--- src/rtl/uart_frame_rx_pkg.sv ---
// uart_frame_rx_pkg: shared definitions for the UART framing receiver.
//   state_t      : framer FSM states
//   ERR_*        : error codes reported on err_code with frame_err
//   DEF_HEADER   : default start-of-frame byte
package uart_frame_rx_pkg;

  typedef enum logic [2:0] {
    S_IDLE,
    S_LEN,
    S_PAYLOAD,
    S_CSUM,
    S_DRAIN
  } state_t;

  localparam logic [1:0] ERR_OVERRUN = 2'd0;
  localparam logic [1:0] ERR_LEN     = 2'd1;
  localparam logic [1:0] ERR_CSUM    = 2'd2;
  localparam logic [1:0] ERR_TIMEOUT = 2'd3;

  localparam logic [7:0] DEF_HEADER = 8'hAA;

endpackage

--- src/rtl/uart_frame_buf.sv ---
// uart_frame_buf: DEPTH x 8 simple dual-port payload buffer.
//   clk, rst_n        : clock, async active-low reset (read register only)
//   i_we/i_waddr/i_wdata : write port
//   i_re/i_raddr      : read request; o_rdata updates the following cycle
//   o_rdata           : registered read data, held while i_re is low
module uart_frame_buf #(
  parameter int DEPTH = 16,
  parameter int AW    = $clog2(DEPTH + 1)
) (
  input  logic          clk,
  input  logic          rst_n,
  input  logic          i_we,
  input  logic [AW-1:0] i_waddr,
  input  logic [7:0]    i_wdata,
  input  logic          i_re,
  input  logic [AW-1:0] i_raddr,
  output logic [7:0]    o_rdata
);

  logic [7:0] r_mem [DEPTH];
  logic [7:0] r_rdata;

  always_ff @(posedge clk)
    if (i_we) r_mem[i_waddr] <= i_wdata;

  // Holding the read register when i_re is low keeps the presented byte
  // stable under backpressure.
  always_ff @(posedge clk or negedge rst_n)
    if (!rst_n) r_rdata <= '0;
    else if (i_re) r_rdata <= r_mem[i_raddr];

  assign o_rdata = r_rdata;

endmodule

--- src/rtl/uart_frame_rx.sv ---
// uart_frame_rx: frames UART bytes as HEADER, LEN, payload[, CSUM] and streams verified payloads.
//   clk, rst_n            : clock, async active-low reset
//   i_rx_data, i_rx_done  : byte and byte-complete level from the UART receiver
//   o_m_data/o_m_valid/i_m_ready/o_m_last : payload stream, o_m_last on final byte
//   o_frame_ok            : one-cycle pulse, frame verified and drain starting
//   o_frame_err/o_err_code: one-cycle error pulse with code (ERR_* in the package)
// Build option UART_FRAME_CSUM_EN: when defined, a trailing checksum byte is
// required so that (LEN + payload + CSUM) mod 256 == 0; otherwise frames end
// after the last payload byte.
module uart_frame_rx
  import uart_frame_rx_pkg::*;
#(
  parameter int         MAX_LEN     = 16,
  parameter logic [7:0] HEADER      = DEF_HEADER,
  parameter int         TIMEOUT_CYC = 50000
) (
  input  logic       clk,
  input  logic       rst_n,
  input  logic [7:0] i_rx_data,
  input  logic       i_rx_done,
  output logic [7:0] o_m_data,
  output logic       o_m_valid,
  input  logic       i_m_ready,
  output logic       o_m_last,
  output logic       o_frame_ok,
  output logic       o_frame_err,
  output logic [1:0] o_err_code
);

  localparam int         AW    = $clog2(MAX_LEN + 1);
  localparam int         TW    = $clog2(TIMEOUT_CYC);
  localparam logic [7:0] MAX_B = 8'(MAX_LEN);

  state_t        r_state;
  logic          r_rx_done_q;
  logic [AW-1:0] r_len;
  logic [AW-1:0] r_idx;
  logic [AW-1:0] r_rd_idx;
  logic [TW-1:0] r_tmo;
  logic          r_m_valid;
  logic          r_m_last;
  logic          r_frame_ok;
  logic          r_frame_err;
  logic [1:0]    r_err_code;
`ifdef UART_FRAME_CSUM_EN
  logic [7:0]    r_sum;
  logic [7:0]    w_csum;
`endif

  logic w_byte;
  logic w_mid;
  logic w_tmo_hit;
  logic w_hs;
  logic w_fetch;
  logic w_we;
  logic w_len_bad;
  logic w_last_pay;

  // Rising edge of the rx_done level: a long level counts as one byte.
  assign w_byte     = i_rx_done & ~r_rx_done_q;
  assign w_mid      = r_state inside {S_LEN, S_PAYLOAD, S_CSUM};
  // An accepted byte on the limit cycle takes priority over the timeout.
  assign w_tmo_hit  = w_mid & ~w_byte & (r_tmo == TW'(TIMEOUT_CYC - 1));
  assign w_hs       = r_m_valid & i_m_ready;
  // Fetch the next byte when the output slot is empty or being consumed.
  assign w_fetch    = (r_state == S_DRAIN) & (r_rd_idx != r_len) & (~r_m_valid | w_hs);
  assign w_we       = (r_state == S_PAYLOAD) & w_byte;
  assign w_len_bad  = (i_rx_data == 8'd0) || (i_rx_data > MAX_B);
  assign w_last_pay = r_idx == r_len - AW'(1);
`ifdef UART_FRAME_CSUM_EN
  assign w_csum     = r_sum + i_rx_data;
`endif

  uart_frame_buf #(
    .DEPTH (MAX_LEN),
    .AW    (AW)
  ) u_buf (
    .clk     (clk),
    .rst_n   (rst_n),
    .i_we    (w_we),
    .i_waddr (r_idx),
    .i_wdata (i_rx_data),
    .i_re    (w_fetch),
    .i_raddr (r_rd_idx),
    .o_rdata (o_m_data)
  );

  always_ff @(posedge clk or negedge rst_n) begin
    if (!rst_n) begin
      r_state     <= S_IDLE;
      r_rx_done_q <= 1'b0;
      r_len       <= '0;
      r_idx       <= '0;
      r_rd_idx    <= '0;
      r_tmo       <= '0;
      r_m_valid   <= 1'b0;
      r_m_last    <= 1'b0;
      r_frame_ok  <= 1'b0;
      r_frame_err <= 1'b0;
      r_err_code  <= '0;
`ifdef UART_FRAME_CSUM_EN
      r_sum       <= '0;
`endif
    end else begin
      r_rx_done_q <= i_rx_done;
      r_frame_ok  <= 1'b0;
      r_frame_err <= 1'b0;
      r_tmo       <= (w_byte || !w_mid) ? '0 : r_tmo + TW'(1);
      if (w_tmo_hit) begin
        r_frame_err <= 1'b1;
        r_err_code  <= ERR_TIMEOUT;
        r_state     <= S_IDLE;
      end else begin
        case (r_state)
          S_IDLE:
            if (w_byte && i_rx_data == HEADER) r_state <= S_LEN;
          S_LEN:
            if (w_byte) begin
              if (w_len_bad) begin
                r_frame_err <= 1'b1;
                r_err_code  <= ERR_LEN;
                r_state     <= S_IDLE;
              end else begin
                r_len   <= AW'(i_rx_data);
                r_idx   <= '0;
`ifdef UART_FRAME_CSUM_EN
                r_sum   <= i_rx_data;
`endif
                r_state <= S_PAYLOAD;
              end
            end
          S_PAYLOAD:
            if (w_byte) begin
              r_idx <= r_idx + AW'(1);
`ifdef UART_FRAME_CSUM_EN
              r_sum <= w_csum;
              if (w_last_pay) r_state <= S_CSUM;
`else
              if (w_last_pay) begin
                r_frame_ok <= 1'b1;
                r_rd_idx   <= '0;
                r_state    <= S_DRAIN;
              end
`endif
            end
`ifdef UART_FRAME_CSUM_EN
          S_CSUM:
            if (w_byte) begin
              if (w_csum == 8'd0) begin
                r_frame_ok <= 1'b1;
                r_rd_idx   <= '0;
                r_state    <= S_DRAIN;
              end else begin
                r_frame_err <= 1'b1;
                r_err_code  <= ERR_CSUM;
                r_state     <= S_IDLE;
              end
            end
`endif
          S_DRAIN: begin
            // Bytes arriving during drain are dropped; the drain is unaffected.
            if (w_byte) begin
              r_frame_err <= 1'b1;
              r_err_code  <= ERR_OVERRUN;
            end
            if (w_fetch) begin
              r_m_valid <= 1'b1;
              r_m_last  <= r_rd_idx == r_len - AW'(1);
              r_rd_idx  <= r_rd_idx + AW'(1);
            end else if (w_hs) begin
              r_m_valid <= 1'b0;
              r_m_last  <= 1'b0;
              if (r_m_last) r_state <= S_IDLE;
            end
          end
          default: r_state <= S_IDLE;
        endcase
      end
    end
  end

  assign o_m_valid   = r_m_valid;
  assign o_m_last    = r_m_last;
  assign o_frame_ok  = r_frame_ok;
  assign o_frame_err = r_frame_err;
  assign o_err_code  = r_err_code;

endmodule

--- config.mk ---
export PLATFORM = sky130hd
export DESIGN_NAME = uart_frame_rx
export DESIGN_NICKNAME = d
export VERILOG_FILES = /design/src/rtl/uart_frame_rx_pkg.sv /design/src/rtl/uart_frame_buf.sv /design/src/rtl/uart_frame_rx.sv
export SDC_FILE = /design/constraint.sdc
export NUM_CORES = 1
export LEC_CHECK = 0
export ABC_AREA = 0
export CAP_MARGIN = 0
export CORE_UTILIZATION = 30
export CTS_CLUSTER_SIZE = 30
export DETAILED_ROUTE_END_ITERATION = 16
export GPL_ROUTABILITY_DRIVEN = 1
export SLEW_MARGIN = 20
export SYNTH_ARGS = -nofsm -noshare
export SYNTH_HDL_FRONTEND = slang
export SYNTH_SLANG_ARGS = --single-unit
--- constraint.sdc ---
create_clock -name clk -period 4.3 [get_ports clk]
set_input_delay 1.29 -clock clk [delete_from_list [all_inputs] [get_ports clk]]
set_output_delay 1.29 -clock clk [all_outputs]
set_load 0.05 [all_outputs]
==> flow_summary.ini, run 1 <==
[layout]
final_nets = 515
areaGrowthSynthToFinish_pct = 15.89
layout-drive-gt1-share_pct = 20.43
diodes = 0

[global_route]
grt_start_max_net_pins = 38
globalRoute.totalOverflow = 0
grt_util_met2_pct = 21.88
groute.usage.overall_pct = 13.54
global_route_wire_length_before_repair_mm = 25.84
initial_antenna_violation_count = 0
vias_in_the_first_global_route = 4263
globalRoute.busiestLayer = met2
groute.layer.met1.usage_pct = 17.93
use_met3_pct = 2.893

[sta]
hold_viol_final = 0
worst_clock_skew_ns = 0.01397
timing.final.crit_share_pct = 70.33
setup_slack_ns = 1.276
post-route-min-period_ns = 3.024
final_max_slew_viol_count = 0
worstMarginPinSlew_ns = 0.9120
grt_setup_unrepaired = no
timing.fmax_mhz = 330.6
setup_total_negative_slack_ns = 0
setup_viol_count_final = 0
slew-limit-headroom_pct = 39.02
finalHoldWorstSlack_ns = 0.4986

[cts]
worstSkewPairLatency_ns = 0.43
cts_sinks = 177
cts-hold-fix-buffers = 0
cts-resized-gates = 0
cts-root-to-sink-buffers = 2
cts_tree = yes
cts.repair_timing.setup_buffer_count = 0
numCtsBuffers = 17
cts_root_buf = sky130_fd_sc_hd__clkbuf_16
cts.reportedPaths.clkPinSlew_ns = 0.07
clock_tree.htree_level_count = 4

[setup_path]
slowest_stage_delay_cp_ns = 0.50
path_delay_family = simple AND/OR/NAND/NOR gates
worst_ep_required_time_ns = 4.38
worst-setup-path-type = primary input to flop
critical_path.cell_chain = clkdlybuf4s50_1 -> nor2b_1 -> nand2_1 -> nor3b_1 -> and2_1
cpMaxStageDelayCell = sky130_fd_sc_hd__clkdlybuf4s50_1
arrival_ns = 3.10
type_of_element_launching_the_critical_path = primary input
worst_setup_path_end_kind = flop
critPathMaxFanout = 8
cp_num_buf_inv = 1
r2r_slack_ns = 1.51

[logic_synthesis]
async_flop_share_pct = 27.68
synth_edf_count = 128
yosys.cell_types.count = 47
ys_top_cells_by_count = 128 x sky130_fd_sc_hd__edfxtp_1, 49 x sky130_fd_sc_hd__dfrtp_1, 40 x sky130_fd_sc_hd__mux4_2
synthDominantCellAreaShare_pct = 51.07
synth.avg_cell_area_sq_um = 16.36
mapped_nets = 479
synth_largest_area_cell = sky130_fd_sc_hd__edfxtp_1
synth.top_cells.by_area = sky130_fd_sc_hd__edfxtp_1 51%, sky130_fd_sc_hd__dfrtp_1 16%, sky130_fd_sc_hd__mux4_2 12%
yosys_register_bits = 177
syn_inst = 460
synth_sequential_area_ratio_pct = 67.36
synth.yosys.warnings = 0
synth.most_common_cell = sky130_fd_sc_hd__edfxtp_1
mappedNetlistArea_sq_um = 7526
postSynth.topFlopCell = sky130_fd_sc_hd__edfxtp_1

[die]
rows = 57
initial_utilization_pct = 30.77
floorplan.die.height_um = 160.4
io_pins = 26
die_width_um = 160.4
core_region_area_sq_um = 24460
design.die.area_sq_um = 25720

[power]
p_leak_nw = 2.950
total_power_mw = 3.410
power_per_cell_area_nw_per_um2 = 391.0
irDropWorstVdd_mv = 0.3020

[worst_hold_path]
min-delay-path-class = flop to flop

[detailed_routing]
drt-pass1-iter-count = 5
detail_route.vias_per_cell = 4.951
antenna_violating_nets_post_route = 0
route.detailed.drc = 0
routed_wirelength_mm = 16.35
avgRoutedWirePerCell_um = 19.63
vias = 4124
number_of_drc_markers_after_the_initial_detailed_route_iteration = 362

[placed_design]
post-dp-hpwl_mm = 11.15
pre_cts_ws_ns = 0.8038
place.gp.congestion = 0.7812
numPortBuffers = 25

[run_status]
run_status = finished, final reports clean

[flow_run]
cap_violations = 0
## sequential cells by signal (all words and copies together) (netlist names), 2 cells and up
signal,count
r_idx,5
r_rd_idx,5
o_err_code,2
u_buf.r_mem,128
r_tmo,16
u_buf.o_rdata,8
r_len,5
r_state,3
## placed cells by master, fill, tap and decap left out, types with 12 or more instances in the layout
cell type	instances
sky130_fd_sc_hd__dfrtp_1	48
sky130_fd_sc_hd__clkbuf_16	17
sky130_fd_sc_hd__o21ai_0	12
sky130_fd_sc_hd__mux2_2	13
sky130_fd_sc_hd__nand3_1	16
sky130_fd_sc_hd__and2_1	17
sky130_fd_sc_hd__clkdlybuf4s50_1	24
sky130_fd_sc_hd__xnor2_1	15
sky130_fd_sc_hd__mux4_2	40
sky130_fd_sc_hd__edfxtp_1	128
sky130_fd_sc_hd__nor2_1	27
sky130_fd_sc_hd__buf_4	13
sky130_fd_sc_hd__nand2_1	23
## routing by layer
| metal | vias up | wire, um |
|---|---|---|
| met5 | - | 0 |
| met4 | 0 | 300 |
| met3 | 18 | 566 |
| met2 | 111 | 8246 |
| met1 | 2160 | 7237 |
| li1 | 1835 | - |
## metrics by stage
stage                     cells  utilization [%]  cell area [sq um]
after detailed placement    801            33.38               8165
after global placement      801            33.38               8165
after CTS                   833            35.66               8722
after global routing        833            35.66               8722
final                       833            35.66               8722
after floorplan             460                -               7526
## path summary, 6_finish.rpt
check,start,cells past startpoint,to
max in group asynchronous,rst_n,2,r_state[2]$_DFFE_PN0P_
hold reg to reg,r_tmo[0]$_DFF_PN0_,1,r_tmo[0]$_DFF_PN0_
hold / removal,r_tmo[0]$_DFF_PN0_,1,r_tmo[0]$_DFF_PN0_
setup reg to reg,r_rd_idx[0]$_DFFE_PN0P_,4,u_buf.o_rdata[5]$_DFFE_PN0P_
min in group asynchronous,rst_n,1,r_tmo[1]$_DFF_PN0_
setup / recovery,i_rx_done,5,u_buf.r_mem[9][2]$_DFFE_PP_
## kinds of logic (layout without fill, tap and decap cells)
group	after synthesis	in the layout	share of synthesized area, %
DFF	177	177	67.37
and+or+nand+nor	128	128	9.210
muxes	55	55	14.18
xor gates and xnor gates	26	26	3.026
adders and majority gates	7	7	1.164
buffers and inverters	31	80	1.962
AOI/OAI and AO/OA	36	36	3.092
## layout make-up
| type | count | area [sq um] |
|---|---|---|
| clock buffer | 17 | 425.4 |
| inverter | 10 | 37.54 |
| tap | 324 | 405.4 |
| multi-input combinational | 252 | 2308 |
| sequential | 177 | 5071 |
| fill | 2271 | 15740 |
| clock inverter | 15 | 131.4 |
| timing repair buffer | 38 | 342.8 |
## power by group
part           internal (mW)  switching, mW  total (mW)  leakage, nW
combinational         0.0415         0.0798       0.121        0.868
sequential              1.84         0.0128        1.85         1.81
clock                  0.757          0.678        1.44        0.273
Power figures use the tool's default switching activity.
==> inputs of run 2 (changes only) <==
==> constraint.sdc (replaced) <==
create_clock -name clk -period 2.7 [get_ports clk]
set_input_delay 0.81 -clock clk [delete_from_list [all_inputs] [get_ports clk]]
set_output_delay 0.81 -clock clk [all_outputs]
set_load 0.05 [all_outputs]
==> run 2 against run 1 <==
  * Power increased by 68%
  * Clock power grew 78%
  * Utilization rose by 2.2 points
  * Largest cell class unchanged
==> flow_summary.ini, run 2 (synthesis results as in run 1) <==
[detailed_routing]
routed-wl-met3_um = 630
antenna_violating_nets_post_route = 0
number_of_drc_markers_after_the_initial_detailed_route_iteration = 316
top_layer = met4
vias = 4090
detail_route.vias_per_cell = 4.739
routed_wirelength_mm = 15.39
met1_length_mm = 6.612
avgRoutedWirePerCell_um = 17.84
routed_length_on_met2_mm = 7.862
drt-pass1-iter-count = 4
route.detailed.drc = 0

[global_route]
grt_start_max_net_pins = 38
global_route_wire_length_before_repair_mm = 24.49
vias_in_the_first_global_route = 4310
groute.usage.overall_pct = 12.77
initial_antenna_violation_count = 0
globalRoute.totalOverflow = 0

[power]
irDropWorstVdd_mv = 0.4163
p_leak_nw = 3.194
power_per_cell_area_nw_per_um2 = 616.9

[sta]
timing.final.crit_share_pct = 92.84
timing.fmax_mhz = 398.9
post-route-min-period_ns = 2.507
worstMarginPinSlew_ns = 0.6149
setup_total_negative_slack_ns = 0
worst_clock_skew_ns = 0.007644
setup_viol_count_final = 0
hold_viol_final = 0
grt_setup_unrepaired = no
final_max_slew_viol_count = 0
slew-limit-headroom_pct = 58.43

[layout]
final_nets = 545
layout-drive-gt1-share_pct = 24.86
sequential_cell_area_sq_um = 5071
stdcell_area_sq_um = 9270
areaGrowthSynthToFinish_pct = 23.18
diodes = 0
most_common_cell_after_layout_fill_and_taps_aside = sky130_fd_sc_hd__edfxtp_1
most-common-layout-cells = 128 x sky130_fd_sc_hd__edfxtp_1, 48 x sky130_fd_sc_hd__dfrtp_1, 40 x sky130_fd_sc_hd__mux4_2, 27 x sky130_fd_sc_hd__nor2_1, 24 x sky130_fd_sc_hd__clkdlybuf4s50_1
largest_register_ffs = 128
final.fill_count = 2183
multi_input_area_sq_um = 2315
largest-register = u_buf.r_mem

[setup_path]
worst-setup-path-type = flop to output pin
type_of_element_launching_the_critical_path = flop
critical_path.cell_chain = clkdlybuf4s50_1
worstReg2RegStart = r_state[0]$_DFFE_PN0P_
arrival_ns = 1.70
cp_num_buf_inv = 1
r2r_slack_ns = 0.50
slowest_stage_delay_cp_ns = 0.84
critPathMaxFanout = 6
path_delay_family = buffers and inverters
worst_ep_required_time_ns = 1.89
worst_setup_path_end_kind = output pin
cpMaxStageDelayCell = sky130_fd_sc_hd__clkdlybuf4s50_1
r2r_cells = 5
timing.rr.end = u_buf.r_mem[7][5]$_DFFE_PP_

[placed_design]
numPortBuffers = 25
placed_cell_area_sq_um = 8641
post-dp-hpwl_mm = 10.89
place.gp.congestion = 0.7131

[cts]
numCtsBuffers = 17
cts_tree = yes
cts_sinks = 177
cts.reportedPaths.clkPinSlew_ns = 0.07
cts-hold-fix-buffers = 0
cts-root-to-sink-buffers = 2
worstSkewPairLatency_ns = 0.43
clock_tree.htree_level_count = 4
cts_root_buf = sky130_fd_sc_hd__clkbuf_16

[run_status]
run_status = finished, final reports clean

[die]
io_pins = 26
design.die.area_sq_um = 25720
initial_utilization_pct = 30.77
core_region_area_sq_um = 24460
floorplan.die.height_um = 160.4
die_width_um = 160.4
rows = 57

[flow_run]
cap_violations = 0

[worst_hold_path]
min-delay-path-class = primary input to asynchronous set/reset pin
run 2: cell types whose count changed in the layout (fill, tap and decap cells not counted), moves of 2 or more:
cell	delta
sky130_fd_sc_hd__clkinv_4	-2
sky130_fd_sc_hd__buf_12	+20
sky130_fd_sc_hd__inv_8	+3
sky130_fd_sc_hd__bufinv_16	+3
sky130_fd_sc_hd__clkinv_2	-2
sky130_fd_sc_hd__inv_6	-2
sky130_fd_sc_hd__buf_4	+10
run 2: timing repair:
action / CTS / global route
resized for setup: 0 / 1
setup endpoints to repair: 0 / 1
setup buffers: 0 / 0
run 2: final cells by class:
type                            instances  area share [%]
Clock inverter                         15           2.133
Inverter                               10          0.4049
Clock buffer                           17           4.589
Tap cell                              324           4.373
Sequential cell                       177           54.70
Multi-Input combinational cell        252           24.97
Timing Repair Buffer                   68           8.827
run 2: how the worst max path moves through the flow:
stage                                      from                      to  depth (start not counted)
after floorplan                       i_rx_done  r_state[0]$_DFFE_PN0P_                          7
after global placement             i_rx_data[0]  r_state[0]$_DFFE_PN0P_                          9
after detailed placement           i_rx_data[0]  r_state[0]$_DFFE_PN0P_                          9
after CTS                          i_rx_data[0]  r_state[0]$_DFFE_PN0P_                          9
after global routing      o_m_valid$_DFFE_PN0P_               o_m_valid                          1
final                     o_m_valid$_DFFE_PN0P_               o_m_valid                          1
run 2: per-layer routing:
metal	vias up	track usage, %
met1	2091	16.07
met2	87	21.02
li1	1897	-
met4	0	5.065
met5	-	0
met3	15	3.280
run 2: metrics by stage:
| stage | hold slack (ns) | utilization (%) | power [mW] | instances | worst slack [ns] |
|---|---|---|---|---|---|
| after global placement | 0.4692 | 35.32 | 3.201 | 831 | -0.3032 |
| after detailed placement | 0.4896 | 35.32 | 3.210 | 831 | -0.3249 |
| after CTS | 0.3267 | 37.87 | 5.785 | 863 | 0.1132 |
| after global routing | 0.3352 | 37.90 | 5.902 | 863 | 0.1374 |
| final | 0.3190 | 37.90 | 5.719 | 863 | 0.1933 |
| after floorplan | 0.4547 | - | 3.089 | 460 | 0.3908 |
run 2: where the power goes:
group	switching [mW]	internal [mW]	total, mW	leakage [nW]
Clock	1.08	1.49	2.57	0.303
Sequential	0.0193	2.93	2.95	1.81
Combinational	0.123	0.0736	0.197	1.08
Total	1.23	4.49	5.72	3.19
